===== config.mk =====
export PLATFORM = sky130hd
export DESIGN_NAME = uart_rx_buffer
export DESIGN_NICKNAME = d
export VERILOG_FILES = /design/src/rtl/uart_pkg.sv /design/src/rtl/uart_rx_buffer_sync_fifo.sv /design/src/rtl/uart_rx_buffer.sv
export SDC_FILE = /design/constraint.sdc
export NUM_CORES = 1
export LEC_CHECK = 0
export CORE_MARGIN = 4
export CORE_UTILIZATION = 60
export CTS_BUF_LIST = sky130_fd_sc_hd__clkbuf_8
export DETAILED_ROUTE_END_ITERATION = 16
export GPL_TIMING_DRIVEN = 0
export PLACE_DENSITY_LB_ADDON = 0.08
export SYNTH_ARGS = -nofsm -noshare
export SYNTH_HDL_FRONTEND = slang
export SYNTH_HIERARCHICAL = 1
export SYNTH_SLANG_ARGS = --single-unit

===== constraint.sdc =====
create_clock -name clk -period 8.5 [get_ports clk]
set_input_delay 2.55 -clock clk [delete_from_list [all_inputs] [get_ports clk]]
set_output_delay 2.55 -clock clk [all_outputs]
set_load 0.1 [all_outputs]

===== src/rtl/uart_pkg.sv =====
// Shared UART definitions: character width limit and the receive-buffer entry layout.
package uart_pkg;

   localparam int UART_MAX_DATA_BITS = 8;

   typedef struct packed {
      logic       error;
      logic [7:0] data;
   } rx_entry_t;

endpackage


===== src/rtl/uart_rx_buffer_sync_fifo.sv =====
// First-word-fall-through FIFO with a registered head word and an occupancy count.
module sync_fifo #(
   parameter  int WIDTH = 9,
   parameter  int DEPTH = 16,
   localparam int AW    = $clog2(DEPTH),
   localparam int CW    = AW + 1
) (
   input  logic             clk,
   input  logic             rst_n,
   input  logic             push,
   input  logic             pop,
   input  logic             flush,
   input  logic [WIDTH-1:0] din,
   output logic [WIDTH-1:0] dout,
   output logic [CW-1:0]    count
);

   logic [WIDTH-1:0] mem [DEPTH];
   logic [AW-1:0]    wr_ptr;
   logic [AW-1:0]    rd_ptr;
   logic [AW-1:0]    rd_ptr_nxt;
   logic [CW-1:0]    count_nxt;
   logic [WIDTH-1:0] head_nxt;

   // The head is registered so it is defined out of reset; a write landing on the
   // next read slot bypasses storage so an empty FIFO shows the entry one edge later.
   always_comb begin
      rd_ptr_nxt = rd_ptr + AW'(pop);
      count_nxt  = count;
      case ({push, pop})
         2'b10:   count_nxt = count + CW'(1);
         2'b01:   count_nxt = count - CW'(1);
         default: count_nxt = count;
      endcase
      head_nxt = (push && (wr_ptr == rd_ptr_nxt)) ? din : mem[rd_ptr_nxt];
   end

   always_ff @(posedge clk or negedge rst_n) begin
      if (!rst_n) begin
         wr_ptr <= '0;
         rd_ptr <= '0;
         count  <= '0;
         dout   <= '0;
      end else if (flush) begin
         wr_ptr <= '0;
         rd_ptr <= '0;
         count  <= '0;
      end else begin
         if (push) wr_ptr <= wr_ptr + AW'(1);
         rd_ptr <= rd_ptr_nxt;
         count  <= count_nxt;
         if (count_nxt != '0) dout <= head_nxt;
      end
   end

   always_ff @(posedge clk) begin
      if (push && !flush) mem[wr_ptr] <= din;
   end

endmodule


===== src/rtl/uart_rx_buffer.sv =====
// UART receive buffer: done-edge capture, right-justification, FWFT storage, overflow and flush.
module uart_rx_buffer
   import uart_pkg::*;
#(
   parameter int DEPTH      = 16,
   parameter int DATA_WIDTH = 8
) (
   input  logic                  clk,
   input  logic                  rst_n,
   input  logic [DATA_WIDTH-1:0] rx_data,
   input  logic                  rx_done,
   input  logic                  rx_error,
   input  logic [3:0]            num_data_bits,
   output logic                  rx_full,
   output logic [DATA_WIDTH-1:0] out_data,
   output logic                  out_error,
   output logic                  out_valid,
   input  logic                  out_ready,
   output logic [$clog2(DEPTH):0] count,
   output logic                  overflow,
   input  logic                  clr_overflow,
   input  logic                  flush
);

   localparam int CW = $clog2(DEPTH) + 1;

   // The receiver shifts LSB-first, so a short character sits in the top bits.
   function automatic logic [DATA_WIDTH-1:0] align_data(input logic [DATA_WIDTH-1:0] d,
                                                        input logic [3:0] n);
      if (n == 4'd0 || n > 4'(UART_MAX_DATA_BITS)) return d;
      return d >> (4'(UART_MAX_DATA_BITS) - n);
   endfunction

   logic      rx_done_d;
   logic      push_req;
   logic      pop;
   logic      full;
   logic      push_drop;
   logic      fifo_push;
   logic      fifo_pop;
   rx_entry_t entry_in;
   rx_entry_t entry_out;

   assign push_req  = rx_done & ~rx_done_d;
   assign full      = (count == CW'(DEPTH));
   assign pop       = out_valid & out_ready;
   assign fifo_push = push_req & (~full | pop) & ~flush;
   assign fifo_pop  = pop & ~flush;
   assign push_drop = push_req & full & ~pop & ~flush;

   assign entry_in.error = rx_error;
   assign entry_in.data  = align_data(rx_data, num_data_bits);

   assign out_valid = (count != '0);
   assign rx_full   = full;
   assign out_data  = entry_out.data;
   assign out_error = entry_out.error;

   always_ff @(posedge clk or negedge rst_n) begin
      if (!rst_n) begin
         rx_done_d <= 1'b0;
         overflow  <= 1'b0;
      end else begin
         rx_done_d <= rx_done;
         if (push_drop)         overflow <= 1'b1;
         else if (clr_overflow) overflow <= 1'b0;
      end
   end

   sync_fifo #(
      .WIDTH ($bits(rx_entry_t)),
      .DEPTH (DEPTH)
   ) u_fifo (
      .clk   (clk),
      .rst_n (rst_n),
      .push  (fifo_push),
      .pop   (fifo_pop),
      .flush (flush),
      .din   (entry_in),
      .dout  (entry_out),
      .count (count)
   );

endmodule


After elaboration in Yosys (flattened, before gate mapping)

Memory sizes are Yosys's and may differ from the RTL's. A register that Yosys moved wholly into a read port is not among the register bits.
Index checks and enable logic that the tools add are counted.

Flip-flop bits (word level): 15
Bits in latches: 0
Bits in writable memories: 144
ROM bits: 0
Input port bits: 19
Output and inout port bits: 17
Word-level logic and storage cells: 51
Memories: 1

Add/sub/neg operators: 5
Multipliers: 0
Divide/modulo/power cells: 0
$lt $le $gt $ge: 1
Equal/unequal tests: 3
Shift operators: 1
Muxes and demuxes: 12
Bitwise logic cells: 13
Reduce and logical (&&, ||, !) cells: 10

Memory list:

| name       | words | width | read ports | clocked after memory_dff | write ports | RTL line                       | RTL |
|---|---|---|---|---|---|---|---|
| u_fifo.mem | 16    | 9     | 1          | 1                        | 1           | uart_rx_buffer_sync_fifo.sv:18 | `logic [WIDTH-1:0] mem [DEPTH];` |

Operators by type and width:

| operator              | number |
|---|---|
| $mux W8               | 2 |
| $mux W4               | 3 |
| $pmux W5 S2           | 1 |
| $reduce_bool A5 Y1    | 2 |
| $and A1 B1 Y1         | 8 |
| $shr A8 B4 Y8         | 1 |
| $add A5 B1 Y5 const B | 1 |
| $eq A5 B5 Y1 const B  | 1 |
| $mux W1               | 5 |
| $mux W5               | 1 |
| $sub A5 B1 Y5 const B | 1 |
| $add A4 B1 Y4         | 1 |
| $add A4 B1 Y4 const B | 1 |
| $gt A4 B4 Y1 const B  | 1 |
| $logic_not A4 Y1      | 1 |
| $not A1 Y1            | 4 |
| $reduce_bool A2 Y1    | 2 |
| $sub A4 B4 Y4 const A | 1 |
| $eq A2 B1 Y1 const B  | 1 |
| $eq A2 B2 Y1 const B  | 1 |
| $logic_not A1 Y1      | 2 |
| $reduce_and A2 Y1     | 1 |
| $logic_and A1 B1 Y1   | 1 |
| $logic_or A1 B1 Y1    | 1 |
| $or A1 B1 Y1          | 1 |

Depth between registers and ports, before layout

Depth in word-level cells: 9
Depth in mapped cells: 16
Gate-level depth less buffers: 14

Hierarchy

The synthesis kept the hierarchy.

Modules (own cells, without submodules):

| module         | times used | cells an instance | area each (um^2) | sequential area each (um^2) |
|---|---|---|---|---|
| sync_fifo      | 1          | 356               | 6929.1           | 4874.7 |
| uart_rx_buffer | 1          | 71                | 511.7            | 50.0 |

Worst setup path before layout

Ideal clock, no wire load.

Kind: input-to-reg
Start: in flush
End: reg u_fifo.dout[0], read port of u_fifo.mem
Library setup time: 0.126 ns
Arrival: 5.387 ns
Required time: 8.374 ns
Setup slack: 2.986 ns
Stages: 15
Path buffers: 2
Cells stage by stage: nor2_1 > nand2_1 > nor2_1 > inv_1 > ha_1 > buf_2 > xor2_1 > ha_1 > nand2b_1 > a21oi_1 > or4_4 > xnor2_2 > o41a_1 > buf_6 > mux2_4

Word-level cells in the longest chain between the ends: 6
Elaborated cells between the ends (all ways): 9
Classes of those cells: 1 x add/sub; 2 x eq/ne; 1 x mux; 3 x bitwise; 2 x reduce/logical

RTL lines:

| what                                                | RTL line                       | RTL |
|---|---|---|
| start, declared                                     | uart_rx_buffer.sv:22           | `input logic flush` |
| $not A1 Y1 (no line) *                              | --                             |  |
| $and A1 B1 Y1 *                                     | uart_rx_buffer.sv:47           | `assign fifo_push = push_req & (~full \| pop) & ~flush;` |
| net fifo_push                                       | uart_rx_buffer.sv:39           | `logic fifo_push;` |
| $eq A2 B1 Y1 / $eq A2 B2 Y1 (equally long branches) | uart_rx_buffer_sync_fifo.sv:30 | `case ({push, pop})` |
| $pmux W5 S2 *                                       | uart_rx_buffer_sync_fifo.sv:30 |  |
| $reduce_bool A5 Y1 *                                | uart_rx_buffer_sync_fifo.sv:52 | `if (count_nxt != '0) dout <= head_nxt;` |
| $reduce_and A2 Y1 (no line) *                       | --                             |  |
| end, declared                                       | uart_rx_buffer_sync_fifo.sv:14 | `output logic [WIDTH-1:0] dout,` |

The timed path passes the listed nets; every way through them passes the cells marked *.
A chain may end at the register's enable or synchronous reset.

Worst setup path in the final report

Start: in flush
End: reg u_fifo.dout[5], read port of u_fifo.mem

The elaborated chain is that of the path after synthesis.

==> results by stage <==
Status:
- The flow ran to the end, and the final reports show no timing, DRC or antenna violations.

Final layout:
- After the last flow step, the layout net total stands at 514.
- The final cell count without fillers is 666.
- After routing the design area is 0.008424 mm^2.
- The layout has 838 filler cells.
- Cells with a size suffix above 1 make up 23.90% of the layout.
- The count of inserted antenna diode cells is 0.
- The final core area utilization is 69.84%.
- The sequential cells in the finished layout cover a total of 0.004925 mm^2.
- The area growth from synthesis to layout is 13.22%.
- Summing all multi-input logic gate instances after layout gives 0.002365 mm^2.

Timing:
- The worst hold-check slack is 515.1 ps.
- The final number of hold-violating endpoints is 0.
- On the final layout, the worst clock skew is 9.765 ps.
- The minimum period implied by the final worst setup slack is 5845 ps.
- The number of pins exceeding their max-slew limit in the final report is 0.
- For this run, the top clock speed supported by timing is 171.1 MHz.
- Setup repair after global routing left no endpoint under its margin.
- The final critical path takes up 68.76% of the cycle.
- For the pin with the worst max-slew slack, the measured transition is 1149 ps.
- After layout, the worst setup slack is 2655 ps.
- The final-report setup violation count is 0.
- In this run the tightest slew margin relative to its limit is 23.10%.
- The total negative slack is 0 ps.

Clock tree:
- The root buffer cell chosen for the clock tree is sky130_fd_sc_hd__clkbuf_8.
- Counting the buffers created by CTS gives 17.
- The number of buffers between clock root and the deepest sink is 2.
- The count of instances resized after the clock tree is built is 0.
- The setup fix buffers added after clock tree synthesis is 0.
- The TritonCTS clock tree is done.
- The CTS sink count is 168.
- The number of levels in the clock H-tree is 4.
- Hold repair after CTS inserted 0 buffers.
- The clock-pin slew of the registers on the worst-case setup and hold paths is 80 ps.
- The later pin in the worst-skew pair is clocked with a latency of 450 ps.

Placement:
- At the end of routability-driven placement, the weighted congestion stood at 0.8204.
- The count of buffers inserted at the top-level ports is 34.
- Timing analysis after detailed placement gives a worst setup slack of 2181 ps.
- The placed wire-length estimate is 9690 um.
- After detailed placement, the total cell area comes to 0.008044 mm^2.
- Counting tap cells, the placed design contains a total of 634 instances.

Synthesis:
- Synthesis produced 427 cells.
- The cell area after synthesis is 0.007441 mm^2.
- The share of flip-flops with an asynchronous set or reset is 14.29%.
- The mean post-synth cell area is 17.43 um^2.
- Synthesis produced a netlist with a net count of 456.
- The number of synthesized flops with an enable pin is 144.
- The top cell type by area accounts for 58.11% of the synthesized area.
- After synthesis the netlist holds a flip-flop and latch count of 168.
- The Yosys warning count is 6.
- The dominant cell type by area after synthesis is sky130_fd_sc_hd__edfxtp_1.
- The count of different cell masters after synthesis is 51.
- The commonest register cell after synthesis is sky130_fd_sc_hd__edfxtp_1.
- The most common cell in the synthesized netlist is sky130_fd_sc_hd__edfxtp_1.
- By area the synthesized netlist is led by sky130_fd_sc_hd__edfxtp_1, sky130_fd_sc_hd__mux4_2, sky130_fd_sc_hd__dfrtp_1, sky130_fd_sc_hd__mux2i_1, sky130_fd_sc_hd__mux2_4.
- Ranked by instance count, the synthesized netlist is headed by sky130_fd_sc_hd__edfxtp_1, sky130_fd_sc_hd__mux2i_1, sky130_fd_sc_hd__mux4_2.
- Summing the sequential cell areas from Yosys gives 66.18% of the chip area.

Power and ir drop:
- The switching component of the power is 576.4 uW.
- Combinational logic burns 21.6% of the power.
- Sequential cells account for 50.6% of the total power.
- Net switching is 30.83% of the power.
- The part of the total power dissipated in the clock network is 27.8%.
- The worst supply voltage drop on vdd is 0.0001302 V.
- The overall power is 1.870 mW.
- In this run the power density over the cells is 221.9 mW/mm^2.
- The internal power is 1.293 mW.
- The analysis attributes to cell leakage a power of 3.043 nW.

Global routing:
- The pin count of the biggest net entering global routing is 25.
- The total track usage is 21.66%.
- The leftover overflow at the end of global routing is 0.
- The first global-routing pass estimated 22510 um of wire.
- The initial antenna violation count was 0.
- The via count of the first global-routing pass came to 4024.

Die:
- The number of ports placed on the die boundary is 36.
- The effective utilization at floorplan is 61.69%.
- From bottom edge to top edge, the die measures 119.4 um.
- The number of cell rows is 40.
- The area of the placeable core is 0.01206 mm^2.
- The floorplan die area is 0.01425 mm^2.
- The die span in x is 119.4 um.

Setup path:
- The data arrival time at the worst-slack endpoint is 6180 ps.
- The critical path endpoint category is a register.
- The worst setup path is launched from a primary input.
- The maximum fanout encountered on the critical timing path is 9.
- The category of the most critical setup path is in2reg.
- The worst path required time is 8840 ps.

Detailed routing:
- The total routed wirelength is 14290 um.
- Before antenna repair, the detailed router went through 4 iterations.
- The iteration-0 DRC count of the detailed router is 326.
- The antenna violation net count after detailed routing is 0.
- The remaining routing DRC violations is 0.
- The total via count in the routed design is 3906.
- The via count normalized by instance count is 5.865.
- The wire length per cell is 21.46 um.

Flow run:
- Max-cap violations in this run came to 0.

Hold path:
- The type of the most critical hold path is reg2reg.
==> layout by cell type, fill, tap and decap left out, drive strengths merged, types with 10 or more instances in the layout <==
| cell | netlist | routed |
|---|---|---|
| xor2 | 13 | 13 |
| mux2 | 18 | 18 |
| dfrtp | 24 | 24 |
| clkdlybuf4s50 | 0 | 34 |
| mux2i | 37 | 37 |
| nor2 | 29 | 29 |
| nand2 | 25 | 25 |
| inv | 11 | 17 |
| ha | 10 | 10 |
| buf | 14 | 19 |
| mux4 | 37 | 37 |
| edfxtp | 144 | 144 |
| clkbuf | 6 | 23 |
==> sequential cells by signal, summed over array words and instances (netlist names) <==
name / count
u_fifo/mem: 144
u_fifo/dout: 9
u_fifo/count: 5
u_fifo/rd_ptr: 4
u_fifo/wr_ptr: 4
overflow: 1
rx_done_d: 1
==> routing by layer <==
layer	global-route usage (%)	part of all wire, %	up-vias
met5	0	0	-
met4	7.230	1.5	0
met3	4.748	5.8	16
met2	34.26	49	116
met1	30.33	43	2008
li1	-	-	1766
==> area by class of cell <==
type                            instances  share of cell area (%)
Clock buffer                           17                   2.777
Sequential cell                       168                   58.46
Inverter                               11                  0.4901
Tap cell                              168                   2.495
Timing Repair Buffer                   39                   4.574
Multi-Input combinational cell        228                   28.07
Clock inverter                         15                   1.500
Buffer                                 20                   1.634
==> critical path: stages <==
cell and delay (ps):
sky130_fd_sc_hd__clkdlybuf4s50_1 460, sky130_fd_sc_hd__nor2_1 120, sky130_fd_sc_hd__nand2_1 70, sky130_fd_sc_hd__nor2_1 350, sky130_fd_sc_hd__inv_1 170, sky130_fd_sc_hd__ha_1 220
sky130_fd_sc_hd__buf_2 160, sky130_fd_sc_hd__xor2_1 170, sky130_fd_sc_hd__ha_1 220, sky130_fd_sc_hd__nand2b_1 80, sky130_fd_sc_hd__a21oi_1 60, sky130_fd_sc_hd__or4_4 500
sky130_fd_sc_hd__xnor2_2 150, sky130_fd_sc_hd__o41a_1 410, sky130_fd_sc_hd__buf_6 180, sky130_fd_sc_hd__mux2_4 300
==> path summary, 6_finish.rpt <==
kind / from / endpoint / slack, ps / cells past startpoint
max: flush / u_fifo/dout[5]$_DFFE_PN0P_ / 2660 / 16
min: u_fifo/dout[1]$_DFFE_PN0P_ / u_fifo/dout[1]$_DFFE_PN0P_ / 520 / 1
max reg2reg: u_fifo/count[0]$_DFF_PN0_ / u_fifo/dout[0]$_DFFE_PN0P_ / 4490 / 12
min reg2reg: u_fifo/dout[1]$_DFFE_PN0P_ / u_fifo/dout[1]$_DFFE_PN0P_ / 520 / 1
max in group asynchronous: rst_n / u_fifo/dout[1]$_DFFE_PN0P_ / 5160 / 1
min in group asynchronous: rst_n / u_fifo/wr_ptr[1]$_DFFE_PN0P_ / 2690 / 1
==> power groups by stage <==
stage / clock network, mW / logic [mW] / registers [mW]
after floorplan: 0 / 0.135 / 1.13
after global placement: 0 / 0.393 / 0.965
after detailed placement: 0 / 0.405 / 0.965
after CTS: 0.532 / 0.406 / 0.947
after global routing: 0.571 / 0.420 / 0.950
final: 0.520 / 0.403 / 0.946
==> logic make-up (layout without fill, tap and decap cells) <==
kind of cell	Yosys count	after routing	synth area share, %
AOI/OAI and AO/OA	22	22	2.186
buffers and inverters	31	102	2.404
DFF	168	168	66.18
xor gates and xnor gates	17	17	2.354
adders and majority gates	10	10	1.682
muxes	92	92	19.35
and+or+nand+nor	87	87	5.835
(Power assumes the default switching activity.)
